$ cat config.mk
export PLATFORM = sky130hd
export DESIGN_NAME = float_to_int
export DESIGN_NICKNAME = d
export VERILOG_FILES = /design/src/rtl/float_pkg.sv /design/src/rtl/float_unpack.sv /design/src/rtl/float_to_int.sv
export SDC_FILE = /design/constraint.sdc
export NUM_CORES = 1
export LEC_CHECK = 0
export BUFFER_PORTS_ARGS = -buffer_cell sky130_fd_sc_hd__buf_4
export CORE_MARGIN = 2
export CORE_UTILIZATION = 45
export CTS_CLUSTER_DIAMETER = 100
export DETAILED_ROUTE_END_ITERATION = 8
export PLACE_DENSITY = 0.65
export SYNTH_ARGS = -nofsm -noshare
export SYNTH_HDL_FRONTEND = slang
export SYNTH_SLANG_ARGS = --single-unit
$ cat constraint.sdc
create_clock -name clk -period 3.5 [get_ports clk]
set_input_delay 0.35 -clock clk [delete_from_list [all_inputs] [get_ports clk]]
set_output_delay 0.35 -clock clk [all_outputs]
set_load 0.01 [all_outputs]
$ cat src/rtl/float_pkg.sv
// +--------------------------------------------------------------------+
// | float_pkg : shared binary32 field widths, constants, FSM state type |
// | Rev 1.0                                                            |
// +--------------------------------------------------------------------+
`default_nettype none

package float_pkg;

  localparam int FP_EXP_W   = 8;
  localparam int FP_FRAC_W  = 23;
  localparam int FP_BIAS    = 127;
  localparam int FP_EXP_MAX = 255;

  localparam logic [31:0] INT_INDEFINITE = 32'h8000_0000;
  localparam logic [31:0] INT_MAX_POS    = 32'h7FFF_FFFF;
  // -2^31 as binary32: the single e==31 value that still fits in int32
  localparam logic [31:0] F32_NEG_2P31   = 32'hCF00_0000;

  typedef enum logic [1:0] {
    IDLE   = 2'd0,
    SHIFT  = 2'd1,
    NEGATE = 2'd2,
    DONE   = 2'd3
  } f2i_state_t;

endpackage

`default_nettype wire

$ cat src/rtl/float_unpack.sv
// +--------------------------------------------------------------------+
// | float_unpack : combinational binary32 field split and classify     |
// | Rev 1.0                                                            |
// +--------------------------------------------------------------------+
`default_nettype none

module float_unpack
  import float_pkg::*;
(
  input  logic [31:0]              data_i,
  output logic                     sign_o,
  output logic signed [FP_EXP_W:0] exp_o,
  output logic [FP_FRAC_W:0]       mant_o,
  output logic                     is_nan_o,
  output logic                     is_inf_o,
  output logic                     is_zero_o,
  output logic                     is_denorm_o
);

  logic [FP_EXP_W-1:0]  exp_field;
  logic [FP_FRAC_W-1:0] frac_field;
  logic                 exp_all_ones;
  logic                 exp_all_zero;
  logic                 frac_zero;

  assign sign_o     = data_i[31];
  assign exp_field  = data_i[30:23];
  assign frac_field = data_i[22:0];

  assign exp_all_ones = (exp_field == FP_EXP_W'(FP_EXP_MAX));
  assign exp_all_zero = (exp_field == '0);
  assign frac_zero    = (frac_field == '0);

  assign exp_o  = $signed({1'b0, exp_field}) - $signed((FP_EXP_W+1)'(FP_BIAS));
  // Hidden bit is only present for normal numbers
  assign mant_o = {~exp_all_zero, frac_field};

  assign is_nan_o    = exp_all_ones & ~frac_zero;
  assign is_inf_o    = exp_all_ones &  frac_zero;
  assign is_zero_o   = exp_all_zero &  frac_zero;
  assign is_denorm_o = exp_all_zero & ~frac_zero;

endmodule

`default_nettype wire

$ cat src/rtl/float_to_int.sv
// +--------------------------------------------------------------------+
// | float_to_int : iterative binary32 -> int32, round toward zero      |
// | Optional macro FLOAT_TO_INT_SATURATE_EN selects saturating results |
// | for invalid inputs. STEP (1,2,4,8) = bits shifted per SHIFT cycle. |
// | Rev 1.0                                                            |
// +--------------------------------------------------------------------+
`default_nettype none

module float_to_int
  import float_pkg::*;
#(
  parameter int STEP = 1
) (
  input  logic        clk,
  input  logic        rst,
  input  logic [31:0] in_data,
  input  logic        in_valid,
  output logic        in_ready,
  output logic [31:0] out_data,
  output logic        out_invalid,
  output logic        out_inexact,
  output logic        out_valid,
  input  logic        out_ready
);

  localparam logic [4:0] STEP_AMT = 5'(STEP);

  f2i_state_t  state_q;
  logic [31:0] mag_q;
  logic [31:0] mag_d;
  logic [4:0]  count_q;
  logic [4:0]  count_d;
  logic [4:0]  shift_amt;
  logic [31:0] lost_mask;
  logic        left_q;
  logic        sticky_q;
  logic        sticky_d;
  logic        sign_q;
  logic        invalid_q;

  logic [31:0] out_data_q;
  logic        out_valid_q;
  logic        out_invalid_q;
  logic        out_inexact_q;

  logic                     op_sign;
  logic signed [FP_EXP_W:0] op_exp;
  logic [FP_FRAC_W:0]       op_mant;
  logic                     op_nan;
  logic                     op_inf;
  logic                     op_zero;
  logic                     op_denorm;

  logic        op_special;
  logic        op_min_int;
  logic        op_ovf;
  logic        op_invalid;
  logic        op_small;
  logic [31:0] invalid_mag;

  logic [31:0] acc_mag_d;
  logic [4:0]  acc_count_d;
  logic        acc_left_d;
  logic        acc_sticky_d;
  logic        acc_sign_d;

  float_unpack u_unpack (
    .data_i      (in_data),
    .sign_o      (op_sign),
    .exp_o       (op_exp),
    .mant_o      (op_mant),
    .is_nan_o    (op_nan),
    .is_inf_o    (op_inf),
    .is_zero_o   (op_zero),
    .is_denorm_o (op_denorm)
  );

  assign op_special = op_nan | op_inf;
  assign op_min_int = (in_data == F32_NEG_2P31);
  assign op_ovf     = ~op_special && (op_exp >= 9'sd31) && ~op_min_int;
  assign op_invalid = op_special | op_ovf;
  assign op_small   = op_zero | op_denorm | (op_exp < 9'sd0);

`ifdef FLOAT_TO_INT_SATURATE_EN
  assign invalid_mag = op_nan  ? 32'd0 :
                       op_sign ? INT_INDEFINITE : INT_MAX_POS;
`else
  assign invalid_mag = INT_INDEFINITE;
`endif

  // Invalid results ride the normal datapath: the final value is loaded as
  // a positive magnitude with zero shift so NEGATE passes it through.
  always_comb begin
    acc_mag_d    = {{(32-FP_FRAC_W-1){1'b0}}, op_mant};
    acc_count_d  = 5'd0;
    acc_left_d   = 1'b0;
    acc_sticky_d = 1'b0;
    acc_sign_d   = op_sign;
    if (op_invalid) begin
      acc_mag_d  = invalid_mag;
      acc_sign_d = 1'b0;
    end else if (op_small) begin
      acc_mag_d    = '0;
      acc_sticky_d = ~op_zero;
    end else if (op_exp > 9'sd23) begin
      acc_count_d = op_exp[4:0] - 5'd23;
      acc_left_d  = 1'b1;
    end else begin
      acc_count_d = 5'd23 - op_exp[4:0];
    end
  end

  always_comb begin
    shift_amt = (count_q < STEP_AMT) ? count_q : STEP_AMT;
    lost_mask = ~(32'hFFFF_FFFF << shift_amt);
    count_d   = count_q - shift_amt;
    if (left_q) begin
      mag_d    = mag_q << shift_amt;
      sticky_d = sticky_q;
    end else begin
      mag_d    = mag_q >> shift_amt;
      sticky_d = sticky_q | (|(mag_q & lost_mask));
    end
  end

  always_ff @(posedge clk) begin
    if (rst) begin
      state_q       <= IDLE;
      mag_q         <= '0;
      count_q       <= '0;
      left_q        <= 1'b0;
      sticky_q      <= 1'b0;
      sign_q        <= 1'b0;
      invalid_q     <= 1'b0;
      out_data_q    <= '0;
      out_valid_q   <= 1'b0;
      out_invalid_q <= 1'b0;
      out_inexact_q <= 1'b0;
    end else begin
      case (state_q)
        IDLE: begin
          if (in_valid) begin
            mag_q     <= acc_mag_d;
            count_q   <= acc_count_d;
            left_q    <= acc_left_d;
            sticky_q  <= acc_sticky_d;
            sign_q    <= acc_sign_d;
            invalid_q <= op_invalid;
            state_q   <= SHIFT;
          end
        end
        SHIFT: begin
          if (count_q == 5'd0) begin
            state_q <= NEGATE;
          end else begin
            mag_q    <= mag_d;
            count_q  <= count_d;
            sticky_q <= sticky_d;
          end
        end
        NEGATE: begin
          out_data_q    <= sign_q ? (~mag_q + 32'd1) : mag_q;
          out_invalid_q <= invalid_q;
          out_inexact_q <= sticky_q;
          out_valid_q   <= 1'b1;
          state_q       <= DONE;
        end
        DONE: begin
          if (out_ready) begin
            out_valid_q <= 1'b0;
            state_q     <= IDLE;
          end
        end
        default: state_q <= IDLE;
      endcase
    end
  end

  assign in_ready    = (state_q == IDLE);
  assign out_data    = out_data_q;
  assign out_valid   = out_valid_q;
  assign out_invalid = out_invalid_q;
  assign out_inexact = out_inexact_q;

endmodule

`default_nettype wire

==> run_results.csv, run 1 <==
group,metric,value,unit
route,final_antenna_net_count,0,
clock_tree,path_clk_slew,0.09,ns
timing,max-slew-margin-rel,23.1,%
clock_tree,cts_setup_buffers,0,
clock_tree,post_cts.resized_instances,0,
synth,synth.yosys.seq_area_share,32.5,%
clock_tree,clock_tree_from_tritoncts,"yes",
route,avgRoutedWirePerCell,16.3,um
timing,min_period_over_period,85.1,%
synth,synth_seq_cells,78,
worst_setup_path,critical_path_class,"in -> reg",
synth,synth.most_common_cell,"sky130_fd_sc_hd__nor2_1",
power_and_ir_drop,worst_ir_drop_vdd,366,uV
floorplan,placement_rows,37,
floorplan,initial_utilization,46.3,%
global_route,vias_in_the_first_global_route,4081,
floorplan,floorplan.die_area,11500,sq um
route,initialDrtViolationCount,310,
synth,synth_area_leaders,"sky130_fd_sc_hd__dfxtp_1, sky130_fd_sc_hd__nor2_1, sky130_fd_sc_hd__xor2_1, sky130_fd_sc_hd__a211oi_1, sky130_fd_sc_hd__mux2_2",
layout,n_antenna_cell,0,
synth,yosysWarningCount,0,
layout,drive_above_1_share,21.7,%
synth,synthDominantCellAreaShare,32.5,%
worst_setup_path,worst-endpoint-required,3.77,ns
power_and_ir_drop,total_power,4.81,mW
clock_tree,cts-htree-levels,3,
timing,finalHoldWorstSlack,0.278,ns
placed_design,dpl.hpwl,9.04,mm
synth,synth-async-reset-ratio,0,%
worst_setup_path,crit_path_start_kind,"input port",
global_route,grt_usage,22.4,%
global_route,grt_first_pass_wirelength,21.0,mm
power_and_ir_drop,p_per_area,855,nW/um^2
floorplan,number_of_top_level_pins,72,
clock_tree,max-clock-path-buffers,2,
layout,layout.nets,680,
timing,fin_setup_tns,0,ns
route,detail_route.wirelength,12.6,mm
synth,synth_nets,631,
worst_setup_path,worst_setup_path_end_kind,"flop",
timing,maxClockFrequency,336,MHz
timing,slew_violations,0,
route,vias_per_cell,5.76,
timing,setup_viol,0,
clock_tree,cts_buffers,9,
layout,layout.area.seq,1560,sq um
worst_setup_path,worst-path-max-fanout,7,
synth,post_synth_most_frequent_cells,"sky130_fd_sc_hd__nor2_1, sky130_fd_sc_hd__dfxtp_1, sky130_fd_sc_hd__clkbuf_1, sky130_fd_sc_hd__o21ai_0, sky130_fd_sc_hd__a211oi_1",
power_and_ir_drop,p_leak,2.08,nW
synth,synthesis.instances,583,
layout,synthToLayoutAreaGrowth,17.0,%
synth,synth_enable_flop_cells,0,
run_status,status,"finished, final reports clean",
timing,grt_setup_unrepaired,"false",
synth,syn_area_per_cell,8.24,sq um
layout,fillerInstances,1027,
synth,synth.largest_area_cell,"sky130_fd_sc_hd__dfxtp_1",
floorplan,die_height,107,um
floorplan,fp.coreArea,10400,sq um
layout,post-route-util,54.2,%
placed_design,dp.cells,757,
synth,synth-main-ff-cell,"sky130_fd_sc_hd__dfxtp_1",
timing,final-hold-violation-count,0,
clock_tree,root_buffer,"sky130_fd_sc_hd__clkbuf_8",
synth,syn-cell-area,4810,sq um
global_route,grt_max_degree,79,
global_route,antenna_violations_before_repair,0,
layout,final_cell_count_no_fill,773,
floorplan,die_width,107,um
worst_setup_path,worst_ep_arrival_time,3.25,ns
timing,worstMarginPinSlew,1.15,ns
route,post-route-drc-count,0,
clock_tree,cts_num_sinks,78,
synth,yosys.cell_types.count,66,
timing,post-route-min-period,2.98,ns
placed_design,port_buffers,71,
route,detailroute.via_count,4451,
clock_tree,cts_hold_buffers,0,
clock_tree,clk_latency,0.36,ns
timing,clock_skew,0.0127,ns
worst_hold_path,hold_class,"in -> reg",
flow_run,max_cap_viol_count,0,
placed_design,routabilityCongestion,0.854,
layout,multi_input_gate_area_in_the_final_layout,2980,sq um
global_route,globalRoute.totalOverflow,0,
route,count_of_tritonroute_iterations_in_the_first_routing_pass,5,
==> cell type report <==
cell class                      instances  share of cell area, %
Clock inverter                          5                   1.05
Inverter                               17                   1.14
Timing Repair Buffer                   86                   11.5
Sequential cell                        78                   27.8
Multi-Input combinational cell        440                   53.0
Tap cell                              136                   3.03
Clock buffer                           11                   2.52
==> worst max-delay path, stage by stage <==
cell,delay [ns]
sky130_fd_sc_hd__buf_4,0.13
sky130_fd_sc_hd__ha_1,0.29
sky130_fd_sc_hd__and2_2,0.23
sky130_fd_sc_hd__nand2_1,0.07
sky130_fd_sc_hd__xnor2_1,0.15
sky130_fd_sc_hd__ha_1,0.25
sky130_fd_sc_hd__nand4bb_1,0.20
sky130_fd_sc_hd__o311a_1,0.34
sky130_fd_sc_hd__a211oi_4,0.35
sky130_fd_sc_hd__a2111oi_0,0.13
sky130_fd_sc_hd__or4b_4,0.53
sky130_fd_sc_hd__a221oi_2,0.22
==> cell families after synthesis <==
family | synth area share (%)
mux | 7.97
flops | 32.5
buf+inv | 5.55
xor+xnor | 6.69
fa+ha+maj | 3.12
simple gates | 19.7
compound gates | 24.5
==> worst paths after layout <==
path | to | slack [ns] | start | depth (start not counted)
setup / recovery | count_q[1] | 0.52 | in_data[23] | 12
setup reg to reg | out_data[31] | 1.00 | mag_q[2] | 6
hold reg to reg | left_q | 0.45 | left_q | 2
hold / removal | mag_q[7] | 0.28 | in_data[7] | 3
==> per-stage QoR <==
| step | worst slack (ns) | area [sq um] |
|---|---|---|
| floorplan | 0.530 | 4810 |
| global placement | 0.203 | 5420 |
| detailed placement | 0.167 | 5420 |
| CTS | 0.530 | 5620 |
| global route | 0.378 | 5620 |
| finish | 0.523 | 5620 |
==> cells in the final DEF, fill, tap and decap left out, types with 5 or more instances in the layout <==
master and n:
sky130_fd_sc_hd__nor2_1 88, sky130_fd_sc_hd__or3_1 9, sky130_fd_sc_hd__nand3_1 28, sky130_fd_sc_hd__nand2_1 23
sky130_fd_sc_hd__ha_1 11, sky130_fd_sc_hd__mux2_2 18, sky130_fd_sc_hd__a311oi_1 22, sky130_fd_sc_hd__o31ai_1 9
sky130_fd_sc_hd__a31oi_1 5, sky130_fd_sc_hd__clkbuf_8 10, sky130_fd_sc_hd__dfxtp_1 78, sky130_fd_sc_hd__mux2i_1 18
sky130_fd_sc_hd__o21ai_0 37, sky130_fd_sc_hd__nor4_1 12, sky130_fd_sc_hd__nor3_1 8, sky130_fd_sc_hd__a211oi_1 31
sky130_fd_sc_hd__a21oi_1 26, sky130_fd_sc_hd__inv_1 16, sky130_fd_sc_hd__buf_4 86, sky130_fd_sc_hd__xor2_1 30
==> state kept, by name (all words and copies together), names as in the netlist <==
name         count
count_q          5
invalid_q        1
left_q           1
mag_q           32
out_data        32
out_inexact      1
out_invalid      1
out_valid        1
sign_q           1
state_q          2
sticky_q         1
==> power by group <==
part           switching [mW]  internal (mW)  total [mW]
Combinational            1.44           1.07        2.51
Clock                   0.350          0.349       0.699
Sequential              0.409           1.19        1.60
Total                    2.20           2.61        4.81
==> layer usage <==
| layer | global-route usage (%) | part of all wire (%) | up-vias |
|---|---|---|---|
| met5 | 0 | 0 | - |
| met4 | 6.50 | 1.1 | 0 |
| met3 | 3.21 | 4.6 | 12 |
| met2 | 35.8 | 46 | 126 |
| met1 | 31.5 | 48 | 2060 |
| li1 | - | - | 2253 |
(Power assumes the default switching activity.)
==> run 2: changes to the inputs <==
--- a/config.mk
+++ b/config.mk
@@ -11,6 +11,8 @@
 export CTS_CLUSTER_DIAMETER = 100
 export DETAILED_ROUTE_END_ITERATION = 8
 export PLACE_DENSITY = 0.65
+export RECOVER_POWER = 50
 export SYNTH_ARGS = -nofsm -noshare
 export SYNTH_HDL_FRONTEND = slang
 export SYNTH_SLANG_ARGS = --single-unit
+export TNS_END_PERCENT = 20
==> run_results.csv, run 2 (same netlist as run 1, synthesis figures left out) <==
group,metric,value,unit
power_and_ir_drop,p_leak,1.93,nW
clock_tree,max-clock-path-buffers,2,
power_and_ir_drop,p_per_area,860,nW/um^2
worst_setup_path,r2r_start,"state_q[0]",
worst_setup_path,critPathSlowestCell,"sky130_fd_sc_hd__or4b_4",
worst_setup_path,worst-endpoint-required,3.77,ns
clock_tree,post_cts.resized_instances,0,
timing,slew_violations,61,
placed_design,port_buffers,71,
worst_setup_path,worst_r2r_endpoint,"out_data[25]",
layout,multi_input_gate_area_in_the_final_layout,2980,sq um
worst_setup_path,setup.reg_to_reg.worst_slack,0.89,ns
worst_setup_path,crit_path_max_incr_delay,0.53,ns
placed_design,dpl.hpwl,9.04,mm
layout,synthToLayoutAreaGrowth,14.0,%
clock_tree,root_buffer,"sky130_fd_sc_hd__clkbuf_8",
route,detail_route.wirelength,12.7,mm
layout,most-common-layout-cells,"sky130_fd_sc_hd__nor2_1, sky130_fd_sc_hd__dfxtp_1, sky130_fd_sc_hd__buf_4",
placed_design,routabilityCongestion,0.854,
timing,post-route-min-period,2.98,ns
worst_hold_path,hold_path_depth,3,
timing,min_period_over_period,85.1,%
timing,setup_viol,0,
worst_hold_path,hp-start,"in_data[8]",
global_route,globalRoute.totalOverflow,0,
power_and_ir_drop,worst_ir_drop_vdd,364,uV
layout,most_common_cell_after_layout_fill_and_taps_aside,"sky130_fd_sc_hd__nor2_1",
run_status,violations,"capacitance limit, slew limit",
floorplan,initial_utilization,46.3,%
floorplan,placement_rows,37,
layout,layout.area.seq,1560,sq um
global_route,grt_usage,22.4,%
floorplan,floorplan.die_area,11500,sq um
timing,worstMarginPinSlew,2.14,ns
clock_tree,cts_buffers,9,
worst_setup_path,crit_top_cell,"sky130_fd_sc_hd__ha_1",
floorplan,die_height,107,um
timing,clock_skew,0.0127,ns
route,final_antenna_net_count,0,
run_status,status,"complete, but fails checks",
global_route,grt_first_pass_wirelength,21.0,mm
worst_setup_path,worst-path-max-fanout,7,
worst_hold_path,hold_class,"in -> reg",
floorplan,number_of_top_level_pins,72,
timing,final-hold-violation-count,0,
layout,n_antenna_cell,0,
worst_setup_path,worst_setup_path_end_kind,"flop",
floorplan,fp.coreArea,10400,sq um
route,detailroute.via_count,4496,
clock_tree,cts_hold_buffers,0,
clock_tree,cts-htree-levels,3,
placed_design,dpl_worst_slack,0.167,ns
timing,fin_setup_tns,0,ns
route,initialDrtViolationCount,346,
worst_setup_path,crit_path_start_kind,"input port",
clock_tree,cts_setup_buffers,0,
clock_tree,clk_latency,0.36,ns
route,count_of_tritonroute_iterations_in_the_first_routing_pass,6,
floorplan,die_width,107,um
timing,max-slew-margin-rel,-42.5,%
clock_tree,clock_tree_from_tritoncts,"yes",
route,post-route-drc-count,0,
layout,drive_above_1_share,15.5,%
layout,final_cell_count_no_fill,773,
timing,maxClockFrequency,336,MHz
flow_run,max_cap_viol_count,1,
placed_design,dp.cells,757,
timing,final_critical_path_setup_slack,0.523,ns
layout,fillerInstances,1047,
timing,grt_setup_unrepaired,"false",
clock_tree,path_clk_slew,0.09,ns
global_route,antenna_violations_before_repair,0,
layout,layout.nets,680,
route,vias_per_cell,5.82,
route,avgRoutedWirePerCell,16.4,um
worst_hold_path,holdPathEnd,"mag_q[8]",
worst_setup_path,critical_path_class,"in -> reg",
clock_tree,cts_num_sinks,78,
worst_setup_path,ff2ff_path_depth,4,
global_route,grt_max_degree,79,
worst_setup_path,crit_path_cell_trace,"buf_4, ha_1, and2_2, nand2_1, xnor2_1, ha_1, nand4bb_1, o311a_1, a211oi_4, a2111oi_0, or4b_4, a221oi_2",
worst_setup_path,worst_ep_arrival_time,3.25,ns
global_route,vias_in_the_first_global_route,4081,
[run 2: power breakdown]
part           internal, mW  switching, mW  leakage (nW)
registers              1.19          0.404         0.637
clock network         0.349          0.349        0.0955
logic                 0.975           1.44          1.19
total                  2.52           2.19          1.93
[run 2: worst max path at each step]
| stage | startpoint | to |
|---|---|---|
| finish | in_data[23] | count_q[1] |
| global route | in_data[23] | count_q[1] |
| CTS | in_data[23] | count_q[1] |
| detailed placement | in_data[23] | count_q[1] |
| global placement | in_data[23] | count_q[1] |
| floorplan | in_data[23] | count_q[1] |
[run 2: per-stage QoR]
| step | power (mW) | hold WS [ns] | utilization (%) | area [sq um] |
|---|---|---|---|---|
| after floorplan | 3.31 | 0.436 | - | 4810 |
| after global placement | 4.05 | 0.440 | 52.3 | 5420 |
| after detailed placement | 4.10 | 0.445 | 52.3 | 5420 |
| after CTS | 4.80 | 0.275 | 54.2 | 5620 |
| after global routing | 5.11 | 0.282 | 52.8 | 5480 |
| final | 4.71 | 0.278 | 52.8 | 5480 |
[run 2: critical path: cells and delay by family]
family	cells	cell delay, ns
AOI/OAI and AO/OA	4	1.04
xor gates and xnor gates	1	0.15
adders and majority gates	2	0.54
buffers and inverters	1	0.13
and+or+nand+nor	4	1.03
[run 2: metal layers]
layer / part of all wire, % / global-route usage [%] / wire, um / vias to the layer above
met5: 0 / 0 / 0 / -
met4: 1.2 / 6.50 / 158 / 0
met3: 5.2 / 3.21 / 664 / 18
met2: 46 / 35.8 / 5810 / 141
met1: 48 / 31.5 / 6080 / 2076
li1: - / - / - / 2261
[run 2: cell type report]
class,count,area share [%]
clock buffer,11,2.58
timing repair buffer,86,9.18
sequential,78,28.5
multi-input combinational,440,54.4
inverter,17,1.17
clock inverter,5,1.07
tap,136,3.11
